--- src/rtl/cu_pipe_ctrl_pkg.sv ---
// Shared opcode map, ALU-op encodings and the per-stage control bundles
// used by the pipelined control unit.
package cu_pipe_ctrl_pkg;

  localparam logic [5:0] OP_R    = 6'b000000;
  localparam logic [5:0] OP_LW   = 6'b100011;
  localparam logic [5:0] OP_SW   = 6'b101011;
  localparam logic [5:0] OP_BEQ  = 6'b000100;
  localparam logic [5:0] OP_BNE  = 6'b000101;
  localparam logic [5:0] OP_ADDI = 6'b001000;
  localparam logic [5:0] OP_ANDI = 6'b001100;
  localparam logic [5:0] OP_ORI  = 6'b001101;
  localparam logic [5:0] OP_SLTI = 6'b001010;

  localparam logic [2:0] AOP_SUB = 3'b001;  // branch compare
  localparam logic [2:0] AOP_FN  = 3'b010;  // R-type: funct field decides
  localparam logic [2:0] AOP_ADD = 3'b011;  // address calc / addi
  localparam logic [2:0] AOP_SLT = 3'b100;
  localparam logic [2:0] AOP_AND = 3'b101;
  localparam logic [2:0] AOP_OR  = 3'b110;

  typedef struct packed {
    logic       regds;
    logic       alusrc;
    logic [2:0] aop;
  } ex_ctrl_t;

  typedef struct packed {
    logic branch;
    logic bne;
    logic read;
    logic write;
  } mem_ctrl_t;

  typedef struct packed {
    logic mtor;
    logic urw;
  } wb_ctrl_t;

  // Full bundle, MSB first: regds,alusrc,aop,branch,bne,read,write,mtor,urw
  typedef struct packed {
    ex_ctrl_t  ex;
    mem_ctrl_t mem;
    wb_ctrl_t  wb;
  } ctrl_t;

endpackage

--- src/rtl/cu_pipe_ctrl_decode.sv ---
// Combinational opcode decoder: opcode -> control bundle plus illegal flag.
// Unknown opcodes produce an all-zero (bubble) bundle.
module cu_pipe_ctrl_decode
  import cu_pipe_ctrl_pkg::*;
#(
  parameter int OPC_W = 6
) (
  input  logic [OPC_W-1:0] opcode,
  output ctrl_t            ctrl,
  output logic             illegal
);

  // Opcode lookup; default keeps the bundle at zero so X never leaks out
  always_comb begin
    ctrl    = '0;
    illegal = 1'b0;
    case (opcode)
      OPC_W'(OP_R):    begin ctrl.ex = '{1'b1, 1'b0, AOP_FN};  ctrl.wb.urw = 1'b1; end
      OPC_W'(OP_LW):   begin
        ctrl.ex       = '{1'b0, 1'b1, AOP_ADD};
        ctrl.mem.read = 1'b1;
        ctrl.wb       = '{1'b1, 1'b1};
      end
      OPC_W'(OP_SW):   begin ctrl.ex = '{1'b0, 1'b1, AOP_ADD}; ctrl.mem.write = 1'b1; end
      OPC_W'(OP_BEQ):  begin ctrl.ex = '{1'b0, 1'b0, AOP_SUB}; ctrl.mem.branch = 1'b1; end
      OPC_W'(OP_BNE):  begin
        ctrl.ex      = '{1'b0, 1'b0, AOP_SUB};
        ctrl.mem.branch = 1'b1;
        ctrl.mem.bne = 1'b1;
      end
      OPC_W'(OP_ADDI): begin ctrl.ex = '{1'b0, 1'b1, AOP_ADD}; ctrl.wb.urw = 1'b1; end
      OPC_W'(OP_ANDI): begin ctrl.ex = '{1'b0, 1'b1, AOP_AND}; ctrl.wb.urw = 1'b1; end
      OPC_W'(OP_ORI):  begin ctrl.ex = '{1'b0, 1'b1, AOP_OR};  ctrl.wb.urw = 1'b1; end
      OPC_W'(OP_SLTI): begin ctrl.ex = '{1'b0, 1'b1, AOP_SLT}; ctrl.wb.urw = 1'b1; end
      default:         illegal = 1'b1;
    endcase
  end

endmodule

--- src/rtl/cu_pipe_ctrl.sv ---
// Pipelined control unit: decodes the ID opcode, carries the control bundle
// through ID/EX, EX/MEM and MEM/WB, and flags load-use hazards.
module cu_pipe_ctrl
  import cu_pipe_ctrl_pkg::*;
#(
  parameter int OPC_W  = 6,
  parameter int AOP_W  = 3,
  parameter int RA_W   = 5,
  parameter bit HAZ_EN = 1'b1
) (
  input  logic             clk,
  input  logic             rst,
  input  logic             id_valid,
  input  logic [OPC_W-1:0] id_opcode,
  input  logic [RA_W-1:0]  id_rs,
  input  logic [RA_W-1:0]  id_rt,
  input  logic             stall_ext,
  input  logic             flush_id,
  output logic             hazard_stall,
  output logic             ex_valid,
  output logic             ex_regds,
  output logic             ex_alusrc,
  output logic [AOP_W-1:0] ex_aop,
  output logic [RA_W-1:0]  ex_rt,
  output logic             ex_illegal,
  output logic             mem_branch,
  output logic             mem_bne,
  output logic             mem_read,
  output logic             mem_write,
  output logic             wb_mtor,
  output logic             wb_urw
);

  ctrl_t            dec_ctrl;
  logic             dec_illegal;
  logic             load_bubble;

  // vld_pipe[1]=EX, [2]=MEM, [3]=WB
  logic [3:1]       vld_pipe;
  ctrl_t            ex_q;
  logic [RA_W-1:0]  rt_q;
  logic             ill_q;
  mem_ctrl_t        mem_q;
  wb_ctrl_t         mem_wb_q;
  wb_ctrl_t         wb_q;

  cu_pipe_ctrl_decode #(.OPC_W(OPC_W)) u_dec (
    .opcode  (id_opcode),
    .ctrl    (dec_ctrl),
    .illegal (dec_illegal)
  );

  // Load in EX whose destination feeds the ID instruction: hold IF/ID one cycle
  assign hazard_stall = HAZ_EN & id_valid & vld_pipe[1] & ex_q.mem.read &
                        ((rt_q == id_rs) | (rt_q == id_rt));

  // Anything that is not a real, legal, unsquashed instruction enters EX as a bubble
  assign load_bubble = ~id_valid | dec_illegal | flush_id | hazard_stall;

  // Stage registers: reset > external stall (hold) > bubble insertion > advance
  always_ff @(posedge clk) begin
    if (rst) begin
      vld_pipe <= '0;
      ex_q     <= '0;
      rt_q     <= '0;
      ill_q    <= 1'b0;
      mem_q    <= '0;
      mem_wb_q <= '0;
      wb_q     <= '0;
    end else if (!stall_ext) begin
      vld_pipe <= {vld_pipe[2:1], ~load_bubble};
      ex_q     <= load_bubble ? '0 : dec_ctrl;
      rt_q     <= load_bubble ? '0 : id_rt;
      ill_q    <= id_valid & dec_illegal & ~flush_id & ~hazard_stall;
      mem_q    <= vld_pipe[1] ? ex_q.mem : '0;
      mem_wb_q <= vld_pipe[1] ? ex_q.wb  : '0;
      wb_q     <= vld_pipe[2] ? mem_wb_q : '0;
    end
  end

  // Outputs gated by stage valid so a bubble can never write memory or registers
  assign ex_valid   = vld_pipe[1];
  assign ex_regds   = vld_pipe[1] & ex_q.ex.regds;
  assign ex_alusrc  = vld_pipe[1] & ex_q.ex.alusrc;
  assign ex_aop     = vld_pipe[1] ? AOP_W'(ex_q.ex.aop) : '0;
  assign ex_rt      = rt_q;
  assign ex_illegal = ill_q;
  assign mem_branch = vld_pipe[2] & mem_q.branch;
  assign mem_bne    = vld_pipe[2] & mem_q.bne;
  assign mem_read   = vld_pipe[2] & mem_q.read;
  assign mem_write  = vld_pipe[2] & mem_q.write;
  assign wb_mtor    = vld_pipe[3] & wb_q.mtor;
  assign wb_urw     = vld_pipe[3] & wb_q.urw;

endmodule

--- config.mk ---
export PLATFORM = sky130hd
export DESIGN_NAME = cu_pipe_ctrl
export DESIGN_NICKNAME = d
export VERILOG_FILES = /design/src/rtl/cu_pipe_ctrl_pkg.sv /design/src/rtl/cu_pipe_ctrl_decode.sv /design/src/rtl/cu_pipe_ctrl.sv
export SDC_FILE = /design/constraint.sdc
export NUM_CORES = 1
export LEC_CHECK = 0
export CAP_MARGIN = 20
export CORE_ASPECT_RATIO = 0.7
export CORE_MARGIN = 2
export CORE_UTILIZATION = 41
export DETAILED_ROUTE_END_ITERATION = 8
export PLACE_DENSITY = 0.76
export SYNTH_ARGS = -nofsm -noshare
export SYNTH_HDL_FRONTEND = slang
export SYNTH_SLANG_ARGS = --single-unit
--- constraint.sdc ---
create_clock -name clk -period 1.56 [get_ports clk]
set_input_delay 0.312 -clock clk [delete_from_list [all_inputs] [get_ports clk]]
set_output_delay 0.312 -clock clk [all_outputs]
set_load 0.02 [all_outputs]
## Word-level counts from Yosys, hierarchy flattened

Index checks and enable logic that the tools add are counted.
Widths: inputs -> output; s select.

- Bitwise logic cells: 22
- Multiplexer cells: 13
- Equality and inequality tests: 10
- Reduce and logical (&&, ||, !) cells: 5

Operators with widths:

| operator | count |
|---|---|
| $pmux 5 s6 | 1 |
| $eq 6x4->1 const B | 4 |
| $and 1x1->1 | 14 |
| $eq 6x3->1 const B | 2 |
| $eq 6x6->1 const B | 2 |
| $mux 11 | 1 |
| $eq 5x5->1 | 2 |
| $reduce_or 9->1 | 1 |
| $logic_not 6->1 | 1 |
| $mux 1 | 6 |
| $reduce_or 6->1 | 1 |
| $mux 5 | 1 |
| $mux 2 | 2 |
| $mux 4 | 1 |
| $not 1->1 | 4 |
| $or 1x1->1 | 4 |
| $mux 3 | 1 |
| $reduce_or 3->1 | 1 |
| $reduce_or 2->1 | 1 |

- Logic and storage cells: 70
- Register bits after elaboration: 28
- Output and inout bits: 19
- Input port bits: 21

## Depth between registers and ports, before layout

Gate-level depths: netlist of run 1.

- Depth after elaboration: 7
- Gate-level depth with buffers: 8
- Depth with buffers taken out: 6

## Cells and area by module

A second synthesis of run 1 with hierarchy kept.

- Cell total of the unflattened synthesis: 157
- Area, all modules: 1,365.1 um2

By module, submodules not included:

| module | cells each | instances | sequential area each (um2) | area an instance (um2) |
|---|---|---|---|---|
| cu_pipe_ctrl | 120 | 1 | 560.5 | 1,146.1 |
| cu_pipe_ctrl_decode | 37 | 1 | 0.0 | 219.0 |

## Worst setup path after synthesis of run 1

OpenSTA, ideal clock, no wires.

- Kind: register to output
- Start point: register rt_q[1] (netlist: ex_rt[1])
- End point: output port hazard_stall
- Arrival: 1.507 ns
- Data required time: 1.248 ns
- Path buffers: 2
- Cell stages (with the launch flop): 8
- Path slack: -0.259 ns
- Path through: dfxtp_1 xnor2_1 nand4_1 or3_1 and2_1 buf_6 clkinv_4 buf_6

- Cells in the longest elaborated chain, start to end: 3
- Elaborated cells between the ends (all ways): 4
- Those cells by class: eq/ne: 2; bitwise: 2

RTL lines:

| what | RTL line | source |
|---|---|---|
| from (decl) | cu_pipe_ctrl.sv:41 | `logic [RA_W-1:0] rt_q;` |
| from (signal assigned) | cu_pipe_ctrl.sv:73 | `rt_q <= load_bubble ? '0 : id_rt;` |
| $eq 5x5->1 | cu_pipe_ctrl.sv:55 | `((rt_q == id_rs) \| (rt_q == id_rt));` |
| $or 1x1->1 * | cu_pipe_ctrl.sv:55 |  |
| $and 1x1->1 * | cu_pipe_ctrl.sv:54 | `assign hazard_stall = HAZ_EN & id_valid & vld_pipe[1] & ex_q.mem.read &` |
| to (decl) | cu_pipe_ctrl.sv:19 | `output logic hazard_stall,` |

Mark *: on every way between the ends. The rest lies on a longest branch, timed or not.

## Final worst setup path of run 1

- Start point: register rt_q[0] (netlist: ex_rt[0])
- End point: output port hazard_stall

The elaborated chain is that of the path after synthesis.

==> impl_results.html, run 1 <==
<table>
<tr><th>Metric</th><th>Value</th></tr>
<tr><th colspan="2">Layout</th></tr>
<tr><td>Final Non-Filler Cells</td><td>254</td></tr>
<tr><td>Area growth from synthesis to final layout</td><td>64.62%</td></tr>
<tr><td>Final nets</td><td>240</td></tr>
<tr><td>Fraction of layout instances using a drive strength above 1</td><td>0.3349</td></tr>
<tr><td>N_diodes</td><td>0</td></tr>
<tr><td>Fill cells</td><td>between 200 and 250</td></tr>
<tr><th colspan="2">Power and ir drop</th></tr>
<tr><td>IR Drop Worst-Case VDD</td><td>0.5180 mV</td></tr>
<tr><td>Power Density</td><td>around 670 mW/mm2</td></tr>
<tr><td>Static Leak</td><td>0.0009203 uW</td></tr>
<tr><th colspan="2">Timing</th></tr>
<tr><td>Highest clock rate</td><td>528.9 MHz</td></tr>
<tr><td>Max-slew violation count</td><td>0</td></tr>
<tr><td>Setup violation total in the final timing report</td><td>18</td></tr>
<tr><td>Fin crit share</td><td>1.212</td></tr>
<tr><td>Worst hold-check slack</td><td>0.4596 ns</td></tr>
<tr><td>Worst Skew</td><td>0.0009051 ns</td></tr>
<tr><td>RSZ-0062 raised after global routing</td><td>true</td></tr>
<tr><td>Rel. slew slack</td><td>0.7695</td></tr>
<tr><td>Final WS setup</td><td>-0.3307 ns</td></tr>
<tr><td>Post-layout minimum cycle time</td><td>1.891 ns</td></tr>
<tr><td>Actual slew at the worst max-slew pin</td><td>between 0.3 and 0.4 ns</td></tr>
<tr><td>Hold violation total from the final report</td><td>0</td></tr>
<tr><th colspan="2">Worst setup path</th></tr>
<tr><td>Critical path class</td><td>flop to primary output</td></tr>
<tr><td>Required time worst endpoint</td><td>approximately 1.3 ns</td></tr>
<tr><td>Delay of the slowest cell on the worst path</td><td>0.37 ns</td></tr>
<tr><td>Ordered cell list for the critical path</td><td>xnor2_2, nand4_1, or3_1, and2_4, clkinv_4, buf_6</td></tr>
<tr><td>Worst R2R Path Depth</td><td>9</td></tr>
<tr><td>Endpoint type of the worst setup path</td><td>primary output</td></tr>
<tr><td>Maximum fanout count along the critical path</td><td>3</td></tr>
<tr><td>Library cell contributing the largest single delay on the critical path</td><td>dfxtp_4</td></tr>
<tr><td>Arrival time of data at the critical path endpoint</td><td>between 1.5 and 2 ns</td></tr>
<tr><td>Startpoint type of the worst setup path</td><td>flop</td></tr>
<tr><th colspan="2">Drt</th></tr>
<tr><td>Vias</td><td>1354</td></tr>
<tr><td>Ratio of routed vias to standard cells</td><td>5.331</td></tr>
<tr><td>DRT Pass-1 Iters</td><td>4</td></tr>
<tr><td>DRC Markers</td><td>0</td></tr>
<tr><td>Detailed router's first-iteration violation count</td><td>between 100 and 150</td></tr>
<tr><td>Total detailed-routing wirelength</td><td>4.011 mm</td></tr>
<tr><td>Post-detailed-route count of antenna-violating nets</td><td>0</td></tr>
<tr><td>Wire per inst</td><td>15.79 um</td></tr>
<tr><th colspan="2">Placed design</th></tr>
<tr><td>IO buf count</td><td>39</td></tr>
<tr><td>Total instance count after detailed placement</td><td>between 200 and 250</td></tr>
<tr><td>Half-perimeter wire length of the detailed placement result</td><td>2.708 mm</td></tr>
<tr><td>Gpl congestion</td><td>0.9178</td></tr>
<tr><th colspan="2">Min path</th></tr>
<tr><td>Class of the tightest hold or removal check</td><td>input port to flop</td></tr>
<tr><td>Worst Hold Depth</td><td>2</td></tr>
<tr><th colspan="2">Synth</th></tr>
<tr><td>Synth Area per Inst</td><td>between 8 and 9 um2</td></tr>
<tr><td>Yosys warning total</td><td>0</td></tr>
<tr><td>Synthesized netlist cell count</td><td>150</td></tr>
<tr><td>Number of nets in the synthesized netlist</td><td>171</td></tr>
<tr><td>#FFs+latches synth</td><td>26</td></tr>
<tr><td>Netlist area before placement</td><td>0.001284 mm2</td></tr>
<tr><td>Share of the yosys chip area belonging to registers</td><td>0.4055</td></tr>
<tr><td>Number of distinct standard cells referenced by the synthesized netlist</td><td>34</td></tr>
<tr><th colspan="2">Global routing</th></tr>
<tr><td>Maximum number of pins on one net before global-route repair</td><td>16</td></tr>
<tr><td>Number of antenna violations at the first check in global routing</td><td>0</td></tr>
<tr><td>First-pass GRT wire length</td><td>6.037 mm</td></tr>
<tr><td>GRT Resource Usage Total</td><td>0.2154</td></tr>
<tr><td>Number of global-route vias before repair</td><td>around 1300</td></tr>
<tr><td>Congestion Overflow GR</td><td>0</td></tr>
<tr><th colspan="2">Run status</th></tr>
<tr><td>Violated checks</td><td>negative setup slack</td></tr>
<tr><td>Result of the run</td><td>complete, but fails checks</td></tr>
<tr><th colspan="2">Clock tree</th></tr>
<tr><td>Number of buffers between clock root and the deepest sink</td><td>2</td></tr>
<tr><td>Number of buffers created by CTS</td><td>3</td></tr>
<tr><td>Clk Tree Root Cell</td><td>clkbuf_8</td></tr>
<tr><td>Count of hold buffers inserted by post-cts repair</td><td>0</td></tr>
<tr><td>Clk pin slew, worst setup/hold paths</td><td>about 0.090 ns</td></tr>
<tr><td>Clock Sink Count</td><td>26</td></tr>
<tr><td>TritonCTS clock tree</td><td>built</td></tr>
<tr><td>H-tree depth</td><td>1</td></tr>
<tr><td>Clock network latency to the later pin of the worst-skew pair</td><td>0.27 ns</td></tr>
<tr><th colspan="2">Die</th></tr>
<tr><td>Effective utilization at floorplan</td><td>0.4453</td></tr>
<tr><td>Die area</td><td>0.003602 mm2</td></tr>
<tr><td>Die X</td><td>70.88 um</td></tr>
<tr><td>Standard-cell row count</td><td>16</td></tr>
<tr><td>Die span in y</td><td>50.82 um</td></tr>
<tr><td>Core box area</td><td>just under 0.003 mm2</td></tr>
<tr><td>Top Ports</td><td>40</td></tr>
<tr><th colspan="2">Run</th></tr>
<tr><td>Max Cap Viol</td><td>0</td></tr>
</table>
[final timing paths]
check | startpoint | slack, ns | to
worst max register to register | ex_rt[0] | -0.16 | ex_q[4]
worst max-delay path | ex_rt[0] | -0.33 | hazard_stall
worst min-delay path | id_rt[0] | 0.46 | ex_rt[0]
worst min register to register | ex_q[6] | 0.48 | ex_q[6]
[synth_stat cells]
| cell | number | share of area |
|---|---|---|
| or3b_1 | 1 | 0.0068 |
| nor2_1 | 14 | 0.041 |
| xor2_1 | 2 | 0.014 |
| o22ai_1 | 1 | 0.0049 |
| a31oi_1 | 1 | 0.0049 |
| a22oi_1 | 4 | 0.023 |
| nand4b_1 | 1 | 0.0068 |
| nor2b_1 | 4 | 0.019 |
| and3_1 | 1 | 0.0049 |
| o31ai_1 | 9 | 0.053 |
| nand4_1 | 2 | 0.0097 |
| clkbuf_1 | 6 | 0.018 |
| nand3_1 | 3 | 0.012 |
| buf_6 | 2 | 0.018 |
| nand3b_1 | 1 | 0.0059 |
| dfxtp_1 | 26 | 0.41 |
| a31o_2 | 1 | 0.0068 |
| and2_1 | 13 | 0.063 |
| xnor2_1 | 8 | 0.055 |
| o21ai_0 | 4 | 0.016 |
| mux2i_1 | 2 | 0.016 |
| clkinv_4 | 1 | 0.0068 |
| nor3b_1 | 1 | 0.0059 |
| buf_2 | 1 | 0.0039 |
| nand2b_1 | 2 | 0.0097 |
| nand2_1 | 17 | 0.050 |
| a211oi_2 | 1 | 0.0097 |
| a32o_1 | 5 | 0.039 |
| nor2_4 | 1 | 0.0088 |
| a21oi_1 | 8 | 0.031 |
| a22o_2 | 1 | 0.0078 |
| or2_2 | 1 | 0.0049 |
| or3_1 | 3 | 0.015 |
| inv_1 | 2 | 0.0059 |
[stage by stage]
step                utilization  area [um2]  total power, uW  setup WS, ns  TNS [ns]
finish                   0.7331        2113             1413       -0.3307    -2.204
detailed placement       0.6667        1922            859.7       -0.9837    -10.02
floorplan                     -        1314            741.3       -0.1136   -0.1300
global route             0.7331        2113             1471       -0.4310    -3.916
CTS                      0.6962        2007             1404       -0.3268    -1.203
global placement         0.6667        1922            854.0       -0.9681    -9.380
[state kept, by name, summed over array words and instances, names as in the netlist]
register / flops
ex_illegal: 1
mem_wb_q: 1
ex_rt: 5
vld_pipe: 3
ex_q: 10
mem_q: 4
wb_q: 2
[cell usage in the layout, fill, tap and decap left out, types with 4 or more instances in the layout]
cell / synthesis / final
o31ai_2: 0 / 4
and2_1: 13 / 12
o31ai_4: 0 / 5
a32o_1: 5 / 5
a21oi_1: 8 / 8
clkbuf_2: 0 / 5
buf_4: 0 / 31
dlygate4sd2_1: 0 / 27
nand2_1: 17 / 17
dfxtp_4: 0 / 5
clkdlybuf4s50_1: 0 / 6
xnor2_2: 0 / 4
xnor2_1: 8 / 4
dfxtp_1: 26 / 20
a22oi_1: 4 / 4
o21ai_0: 4 / 4
nor2_1: 14 / 14
[cell type report]
| cell class | instances | area, um2 | share of cell area |
|---|---|---|---|
| multi-input cells | 112 | 832.0 | 0.3937 |
| inverters | 3 | 16.27 | 0.007697 |
| clock inverters | 1 | 30.03 | 0.01421 |
| flip-flops and latches | 26 | 540.5 | 0.2558 |
| repair buffers | 73 | 608.1 | 0.2877 |
| clock buffers | 3 | 41.29 | 0.01954 |
| well taps | 36 | 45.04 | 0.02131 |
[logic make-up (layout without fill, tap and decap cells)]
logic type | Yosys count | after routing | synth area share
mux | 2 | 2 | 0.01560
compound gates | 35 | 35 | 0.1959
xor+xnor | 10 | 10 | 0.06823
buf+inv | 12 | 80 | 0.05165
flops | 26 | 26 | 0.4055
simple gates | 65 | 65 | 0.2632
[report_power, final]
group	internal, uW	switching, uW	total [uW]
Clock	344	219	563
Sequential	658	2.51	661
Combinational	98.6	91.5	190
[metal layers]
metal  track usage  part of all wire
met1        0.2761              0.43
met2        0.3629              0.50
met3       0.04734             0.053
met4       0.07233             0.020
met5             0                 0
[critical path: cells and delay by family, from the launching register on]
family / cells / cell delay (ns)
XOR/XNOR: 1 / 0.16
flip-flops: 1 / 0.37
AND/OR/NAND/NOR: 3 / 0.61
buffers and inverters: 2 / 0.15
[timing repair]
item / 4_1_cts / 5_1_grt
resized for setup: 51 / 24
endpoints found under the hold margin: 0 / 0
pin swaps: 11 / 8
buffers inserted: 1 / 2
endpoints found under the setup margin: 35 / 23
Note: power is estimated with default switching activity, not from simulation.
==> run 2, diff against run 1 <==
Settings changed: CAP_MARGIN 20 to 10.
==> results of run 2 <==
Final layout, timing and power as in run 1 (identical DEF).
